### src/rtl/seq_rec_scheduler_if.sv
// Requester-side bus of the shared sequence-recognizer scheduler:
// word requests in, per-word grant and result out.
interface seq_rec_scheduler_if #(
   parameter int N_REQ = 2,
   parameter int W     = 8,
   parameter int CW    = $clog2(W + 1),
   parameter int IDW   = $clog2(N_REQ)
);
   logic [N_REQ-1:0]   req;
   logic [N_REQ*W-1:0] data;
   logic [N_REQ-1:0]   ack;
   logic               done;
   logic [IDW-1:0]     done_id;
   logic [CW-1:0]      match_cnt;

   modport master (
      output req,
      output data,
      input  ack,
      input  done,
      input  done_id,
      input  match_cnt
   );

   modport slave (
      input  req,
      input  data,
      output ack,
      output done,
      output done_id,
      output match_cnt
   );
endinterface

### src/rtl/seq_rec_scheduler.sv
// Round-robin scheduler feeding requester words, LSB first, into one
// shared serial "three-1s" recognizer and counting its hits per word.
module seq_rec_scheduler #(
   parameter  int N_REQ = 2,
   parameter  int W     = 8,
   parameter  int MOORE = 0,
   localparam int CW    = $clog2(W + 1),
   localparam int IDW   = $clog2(N_REQ)
) (
   input  logic                clk,
   input  logic                reset,
   seq_rec_scheduler_if.slave  bus,
   output logic                busy,
   output logic                rec_din,
   output logic                rec_en,
   output logic                rec_clr,
   input  logic                rec_dout
);

   localparam int BIW = $clog2(W);

   typedef enum logic [2:0] {
      S_IDLE,
      S_CLEAR,
      S_SHIFT,
      S_DRAIN,
      S_DONE
   } state_t;

   state_t           r_state;
   state_t           w_state_nxt;
   logic [IDW-1:0]   r_ptr;
   logic [IDW-1:0]   r_cur_id;
   logic [W-1:0]     r_shreg;
   logic [CW-1:0]    r_cnt;
   logic [BIW-1:0]   r_bit_idx;
   logic [IDW-1:0]   r_done_id;
   logic [CW-1:0]    r_match_cnt;

   logic             w_any;
   logic [IDW-1:0]   w_sel;
   logic             w_hit;
   logic [CW-1:0]    w_cnt_nxt;

   // Round-robin pick: first requester after the last granted one.
   always_comb begin
      w_any = 1'b0;
      w_sel = '0;
      for (int k = 1; k <= N_REQ; k++) begin
         if (!w_any && bus.req[(int'(r_ptr) + k) % N_REQ]) begin
            w_any = 1'b1;
            w_sel = IDW'((int'(r_ptr) + k) % N_REQ);
         end
      end
   end

   // Hit qualification; Moore output lags the shift by one cycle.
   always_comb begin
      w_hit = 1'b0;
      if (r_state == S_SHIFT)
         w_hit = rec_dout && ((MOORE == 0) || (r_bit_idx != '0));
      else if (r_state == S_DRAIN)
         w_hit = rec_dout;
      w_cnt_nxt = r_cnt + CW'(w_hit);
   end

   // Next-state logic.
   always_comb begin
      w_state_nxt = r_state;
      unique case (r_state)
         S_IDLE:  if (w_any) w_state_nxt = S_CLEAR;
         S_CLEAR: w_state_nxt = S_SHIFT;
         S_SHIFT: begin
            if (r_bit_idx == BIW'(W - 1))
               w_state_nxt = (MOORE != 0) ? S_DRAIN : S_DONE;
         end
         S_DRAIN: w_state_nxt = S_DONE;
         S_DONE:  w_state_nxt = S_IDLE;
         default: w_state_nxt = S_IDLE;
      endcase
   end

   // State register, updated with the recognizer on the falling edge.
   always_ff @(negedge clk) begin
      if (reset)
         r_state <= S_IDLE;
      else
         r_state <= w_state_nxt;
   end

   // Word latch, serializer, hit counter and result registers.
   always_ff @(negedge clk) begin
      if (reset) begin
         r_ptr       <= IDW'(N_REQ - 1);
         r_cur_id    <= '0;
         r_shreg     <= '0;
         r_cnt       <= '0;
         r_bit_idx   <= '0;
         r_done_id   <= '0;
         r_match_cnt <= '0;
      end else begin
         unique case (r_state)
            S_IDLE: begin
               if (w_any) begin
                  r_shreg  <= bus.data[int'(w_sel) * W +: W];
                  r_cur_id <= w_sel;
                  r_ptr    <= w_sel;
               end
            end
            S_CLEAR: begin
               r_cnt     <= '0;
               r_bit_idx <= '0;
            end
            S_SHIFT: begin
               r_shreg   <= r_shreg >> 1;
               r_bit_idx <= r_bit_idx + 1'b1;
               r_cnt     <= w_cnt_nxt;
            end
            S_DRAIN: r_cnt <= w_cnt_nxt;
            default: ;
         endcase
         if (w_state_nxt == S_DONE) begin
            r_done_id   <= r_cur_id;
            r_match_cnt <= w_cnt_nxt;
         end
      end
   end

   // Outputs; reset forces every strobe idle and clears the recognizer.
   always_comb begin
      busy    = !reset && (r_state != S_IDLE);
      rec_en  = !reset && (r_state == S_SHIFT);
      rec_din = rec_en && r_shreg[0];
      rec_clr = reset || (r_state == S_CLEAR);
      bus.ack = '0;
      if (!reset && (r_state == S_CLEAR))
         bus.ack = N_REQ'(1) << r_cur_id;
      bus.done      = !reset && (r_state == S_DONE);
      bus.done_id   = r_done_id;
      bus.match_cnt = r_match_cnt;
   end

endmodule

### src/flat_wrapper.sv
// flat-port wrapper written by rule: the top's interface ports become plain ports
module seq_rec_scheduler_flat 
#(
   parameter  int N_REQ = 2,
   parameter  int W     = 8,
   parameter  int MOORE = 0,
   localparam int CW    = $clog2(W + 1),
   localparam int IDW   = $clog2(N_REQ)
)
  (clk, reset, busy, rec_din, rec_en, rec_clr, rec_dout, bus_req, bus_data, bus_ack, bus_done, bus_done_id, bus_match_cnt);
  seq_rec_scheduler_if #(.N_REQ(N_REQ), .W(W)) bus_i ();
  input  logic clk;
  input  logic reset;
  output logic busy;
  output logic rec_din;
  output logic rec_en;
  output logic rec_clr;
  input  logic rec_dout;
  input wire logic [$bits(bus_i.req)-1:0] bus_req;
  input wire logic [$bits(bus_i.data)-1:0] bus_data;
  output wire logic [$bits(bus_i.ack)-1:0] bus_ack;
  output wire logic [$bits(bus_i.done)-1:0] bus_done;
  output wire logic [$bits(bus_i.done_id)-1:0] bus_done_id;
  output wire logic [$bits(bus_i.match_cnt)-1:0] bus_match_cnt;
  assign bus_i.req = bus_req;
  assign bus_i.data = bus_data;
  assign bus_ack = bus_i.ack;
  assign bus_done = bus_i.done;
  assign bus_done_id = bus_i.done_id;
  assign bus_match_cnt = bus_i.match_cnt;
  seq_rec_scheduler #(.N_REQ(N_REQ), .W(W), .MOORE(MOORE)) u_core (.clk(clk), .reset(reset), .bus(bus_i), .busy(busy), .rec_din(rec_din), .rec_en(rec_en), .rec_clr(rec_clr), .rec_dout(rec_dout));
endmodule
### config.mk
export PLATFORM = sky130hd
export DESIGN_NAME = seq_rec_scheduler_flat
export DESIGN_NICKNAME = d
export VERILOG_FILES = /design/src/rtl/seq_rec_scheduler_if.sv /design/src/rtl/seq_rec_scheduler.sv /design/src/flat_wrapper.sv
export SDC_FILE = /design/constraint.sdc
export NUM_CORES = 1
export LEC_CHECK = 0
export CORE_AREA = 2 2 69 55
export DETAILED_ROUTE_END_ITERATION = 7
export DIE_AREA = 0 0 71 57
export HOLD_SLACK_MARGIN = 0.05
export PLACE_DENSITY = 0.75
export SLEW_MARGIN = 20
export SYNTH_ARGS = -nofsm -noshare
export SYNTH_HDL_FRONTEND = slang
export SYNTH_SLANG_ARGS = --single-unit
export TNS_END_PERCENT = 20
### constraint.sdc
create_clock -name clk -period 3.56 [get_ports clk]
set_clock_uncertainty 0.2 [all_clocks]
set_input_delay 0.534 -clock clk [delete_from_list [all_inputs] [get_ports clk]]
set_output_delay 0.534 -clock clk [all_outputs]
set_load 0.1 [all_outputs]
==> flow_results.org, run 1 <==
** Route
- Number of design-rule violations left by the first detailed-router iteration :: 138
- The final route contains 1522 vias.
- Dividing the detail-routed via count by the number of cells gives 5.700.
- Summed over all layers, the routed wires come to 3926 um.
- In the final routed layout, each cell accounts on average for 14.70 um.
- The detail route stage leaves a number of antenna-violating nets equal to 0.
- For this run, the detailed router's first-pass iteration total came to 4.
- Number of DRC violations after detailed routing :: 0

** Floorplanning
- Die Footprint :: 4047 um2
- The floorplan step set the die height to 57 um.
- Die width :: 71 um
- In this run the count of I/O pins placed on the die edge is 33.
- Initial Util :: 0.4160
- Number of rows in the core area :: 19
- The core region is 3447 um2.

** Synthesis
- Sequential fraction of the synthesis area :: 0.3490
- Library cells used by synthesis :: 43
- Netlist area before placement :: 1434 um2
- Synthesis Warnings :: 0
- After synthesis the netlist holds a flip-flop and latch count of 25.
- After synthesis, the cell types taking the most area are sky130_fd_sc_hd__dfxtp_1 35%, sky130_fd_sc_hd__a311oi_1 5.5%, sky130_fd_sc_hd__mux2i_1 4.9%.
- Post-synth net total :: 187
- Post-synthesis async set-or-reset flop share :: 0
- Average cell area after synthesis :: 8.851 um2
- The share of synthesized area in the top cell type comes to 0.3490.
- Top_reg_cell synth :: sky130_fd_sc_hd__dfxtp_1
- Synth Instances :: 162
- sky130_fd_sc_hd__dfxtp_1 takes more of the synthesized area than any other cell.
- In this run, synthesis inferred 0 flip-flops with an integrated enable.

** Final layout
- Layout cells sized above 1 :: 0.2533
- Counting the fill cells in the layout gives 241.
- Diodes inserted :: 0
- Number of nets in the layout :: 251
- Finished Core Util :: 0.6563
- Area occupied by multi-input gates :: 933.4 um2
- Registers take 506.7 um2.
- Synth-to-Final Area Change :: 57.77%

** Pwr
- Power spread over the standard cell area amounts to 408.9 nW/um2.
- Across the VDD grid, the largest voltage drop is 0.0002824 V.
- Power after layout :: 0.9249 mW
- Summed over all cells, the static leakage comes to 0.9409 nW.

** Worst setup path
- Worst EP arrival :: 3.17 ns
- Worst flop-to-flop path endpoint :: u_core.bus.match_cnt[3]
- The worst register-to-register path has a setup slack of 1.10 ns.
- Critical setup path kind :: flop to output port
- The critical path contains buffers and inverters numbering 2 combined.
- The largest single stage delay on the critical path is 0.32 ns.
- For the worst flop-to-flop path, the logic depth is 7.
- Largest delay share family, worst path :: simple AND/OR/NAND/NOR gates
- Critical Path, Cell by Cell :: buf_6 -> nor4b_4 -> and2_4 -> buf_12
- In this run the critical register-to-register path is launched from u_core.r_state[1].
- Peak fanout along the critical path :: 3
- STA classifies the critical path startpoint as a flop.
- Critical Path RT :: 2.83 ns
- Category of the worst setup path capture point :: output port
- On the critical path, the stage with the largest delay is an instance of sky130_fd_sc_hd__dfxtp_2.

** Clock network
- Number of buffers inserted during clock tree synthesis :: 3
- Clock sink count :: 25
- In this run the number of H-tree levels came out at 1.
- In this run the clock root is driven by a sky130_fd_sc_hd__clkbuf_8.
- Maximum clock insertion buffer count :: 2
- Clock Latency Late Sink :: 0.35 ns
- CTS clk-pin slew, worst paths :: 0.04 ns
- Hold buffer count at cts :: 0
- TritonCTS built the clock tree.

** GRT
- Antenna violations before repair :: 0
- The via count of the first global-routing pass was 1534.
- Leftover overflow at the end of global routing :: 0
- For this run, the total global-route usage over all layers was measured as 0.2009.
- The first global-routing pass estimated 6603 um of wire.
- Pin count of the biggest net entering global routing :: 31

** STA
- The total count of max-transition violations in the final report is 0.
- The number of endpoints with negative hold slack in the final report is 0.
- Worst-case setup margin in the final layout :: -0.3447 ns
- Setup violations remaining at the end of the flow were counted as 7.
- Setup TNS Final :: -1.980 ns
- For the pin with the worst max-slew slack, the measured transition is 0.6348 ns.
- In this run the tightest slew margin relative to its limit is 0.5759.
- Setup repair after global routing missed its margin :: yes

** Hold path
- Critical hold path startpoint :: u_core.r_shreg[7]
- Min-delay worst type :: flop to flop
- The worst hold path terminates at u_core.r_shreg[7].
- The worst hold path passes through 2 cells.

** Job
- Max-cap violations in this run came to 0.

** Placement
- At the placement stage, the worst setup path has a slack of -0.4174 ns.
- Count of input and output buffers :: 32
- Detailed placement finished with a half-perimeter wire length of 2594 um.
- Gpl congestion :: 0.8299

** Run status
- Outcome :: finished, violations left
- The checks that failed: setup timing.
==> state kept, by name, indices dropped and copies added (netlist names) <==
name,count
u_core.r_ptr,1
u_core.r_cur_id,1
u_core.bus.match_cnt,4
u_core.r_shreg,8
u_core.bus.done_id,1
u_core.r_cnt,4
u_core.r_state,3
u_core.r_bit_idx,3
==> tightest hold or removal path, cell delays in order (launching register included) <==
cell and delay [ns]:
sky130_fd_sc_hd__dfxtp_1 0.30, sky130_fd_sc_hd__inv_1 0.06, sky130_fd_sc_hd__a221oi_2 0.05
==> metal layers <==
layer | track usage | vias up | routed length, um
met5 | 0 | - | 0
met4 | 0.07278 | 0 | 27
met3 | 0.06537 | 4 | 234
met2 | 0.3244 | 52 | 1976
met1 | 0.2533 | 736 | 1688
li1 | - | 730 | -
==> cells in the mapped netlist (all sizes together), types with 2 or more instances <==
cell type	instances
o21ai	7
inv	5
nand3b	3
and3	2
and2	3
nand2b	3
clkbuf	5
nand2	6
dfxtp	25
o21bai	2
a21o	4
nor3	4
a22oi	2
o22ai	7
nor2b	4
a21oi	12
o21a	7
nor4	2
nor2	7
buf	10
a311oi	9
nor4b	8
mux2i	7
ha	4
nand3	4
==> through the flow <==
step	hold WS [ns]	instances	area [um2]
detailed placement	0.2566	238	2007
CTS	0.2628	267	2208
floorplan	0.2431	162	1470
global route	0.2945	267	2262
finish	0.2646	267	2262
global placement	0.2549	238	2007
==> worst max-delay path by stage <==
stage	endpoint	slack, ns	start	depth (start not counted)
global placement	u_core.r_cnt[2]	-0.37	rec_dout	7
CTS	rec_din	-0.38	u_core.r_state[0]	4
detailed placement	u_core.r_cnt[2]	-0.42	rec_dout	7
floorplan	rec_din	-1.06	u_core.r_state[2]	3
global route	rec_din	-0.43	u_core.r_state[0]	4
finish	rec_din	-0.34	u_core.r_state[0]	4
==> layout make-up <==
class	instances	share of cell area
tap	42	0.02323
inverter	4	0.006637
timing repair buffer	50	0.2605
clock inverter	26	0.05476
multi-input combinational	117	0.4126
clock buffer	3	0.01825
sequential	25	0.2240
==> cell usage in the layout, fill, tap and decap left out, types with 4 or more instances in the layout <==
| cell | instances |
|---|---|
| sky130_fd_sc_hd__nand2_1 | 6 |
| sky130_fd_sc_hd__mux2i_1 | 7 |
| sky130_fd_sc_hd__buf_4 | 15 |
| sky130_fd_sc_hd__nor2_1 | 4 |
| sky130_fd_sc_hd__a21oi_1 | 12 |
| sky130_fd_sc_hd__inv_1 | 28 |
| sky130_fd_sc_hd__dfxtp_1 | 22 |
| sky130_fd_sc_hd__o21a_1 | 7 |
| sky130_fd_sc_hd__a311oi_1 | 9 |
| sky130_fd_sc_hd__clkdlybuf4s50_1 | 19 |
| sky130_fd_sc_hd__nor4b_1 | 6 |
| sky130_fd_sc_hd__a21o_1 | 4 |
| sky130_fd_sc_hd__buf_12 | 12 |
| sky130_fd_sc_hd__o21ai_1 | 6 |
| sky130_fd_sc_hd__nand3_1 | 4 |
| sky130_fd_sc_hd__o22ai_1 | 7 |
==> power breakdown <==
part	internal, mW	total (mW)	switching (mW)
Combinational	0.114	0.253	0.140
Clock	0.187	0.350	0.163
Sequential	0.302	0.321	0.0191
Total	0.603	0.925	0.322
==> repair_timing <==
action                     4_1_cts  5_1_grt
buffers inserted                 1        0
setup endpoints to repair       15       19
resized for setup               11       10
pin swaps                        3        3
cloned                           0        0
==> logic make-up (layout without fill, tap and decap cells) <==
family,count (synthesis),after routing,synth area share
AO/OA/AOI/OAI,55,55,0.2679
XOR/XNOR,2,2,0.01222
adder cells (fa/ha/maj),4,4,0.03491
buffers and inverters,20,83,0.06544
flip-flops,25,25,0.3490
multiplexers,7,7,0.04887
AND/OR/NAND/NOR,49,49,0.2216
Power figures use the tool's default switching activity.
==> run 2, diff against run 1 <==
- ABC_AREA: unset -> 0
==> results of run 2 <==
Final layout, timing and power as in run 1 (identical DEF).
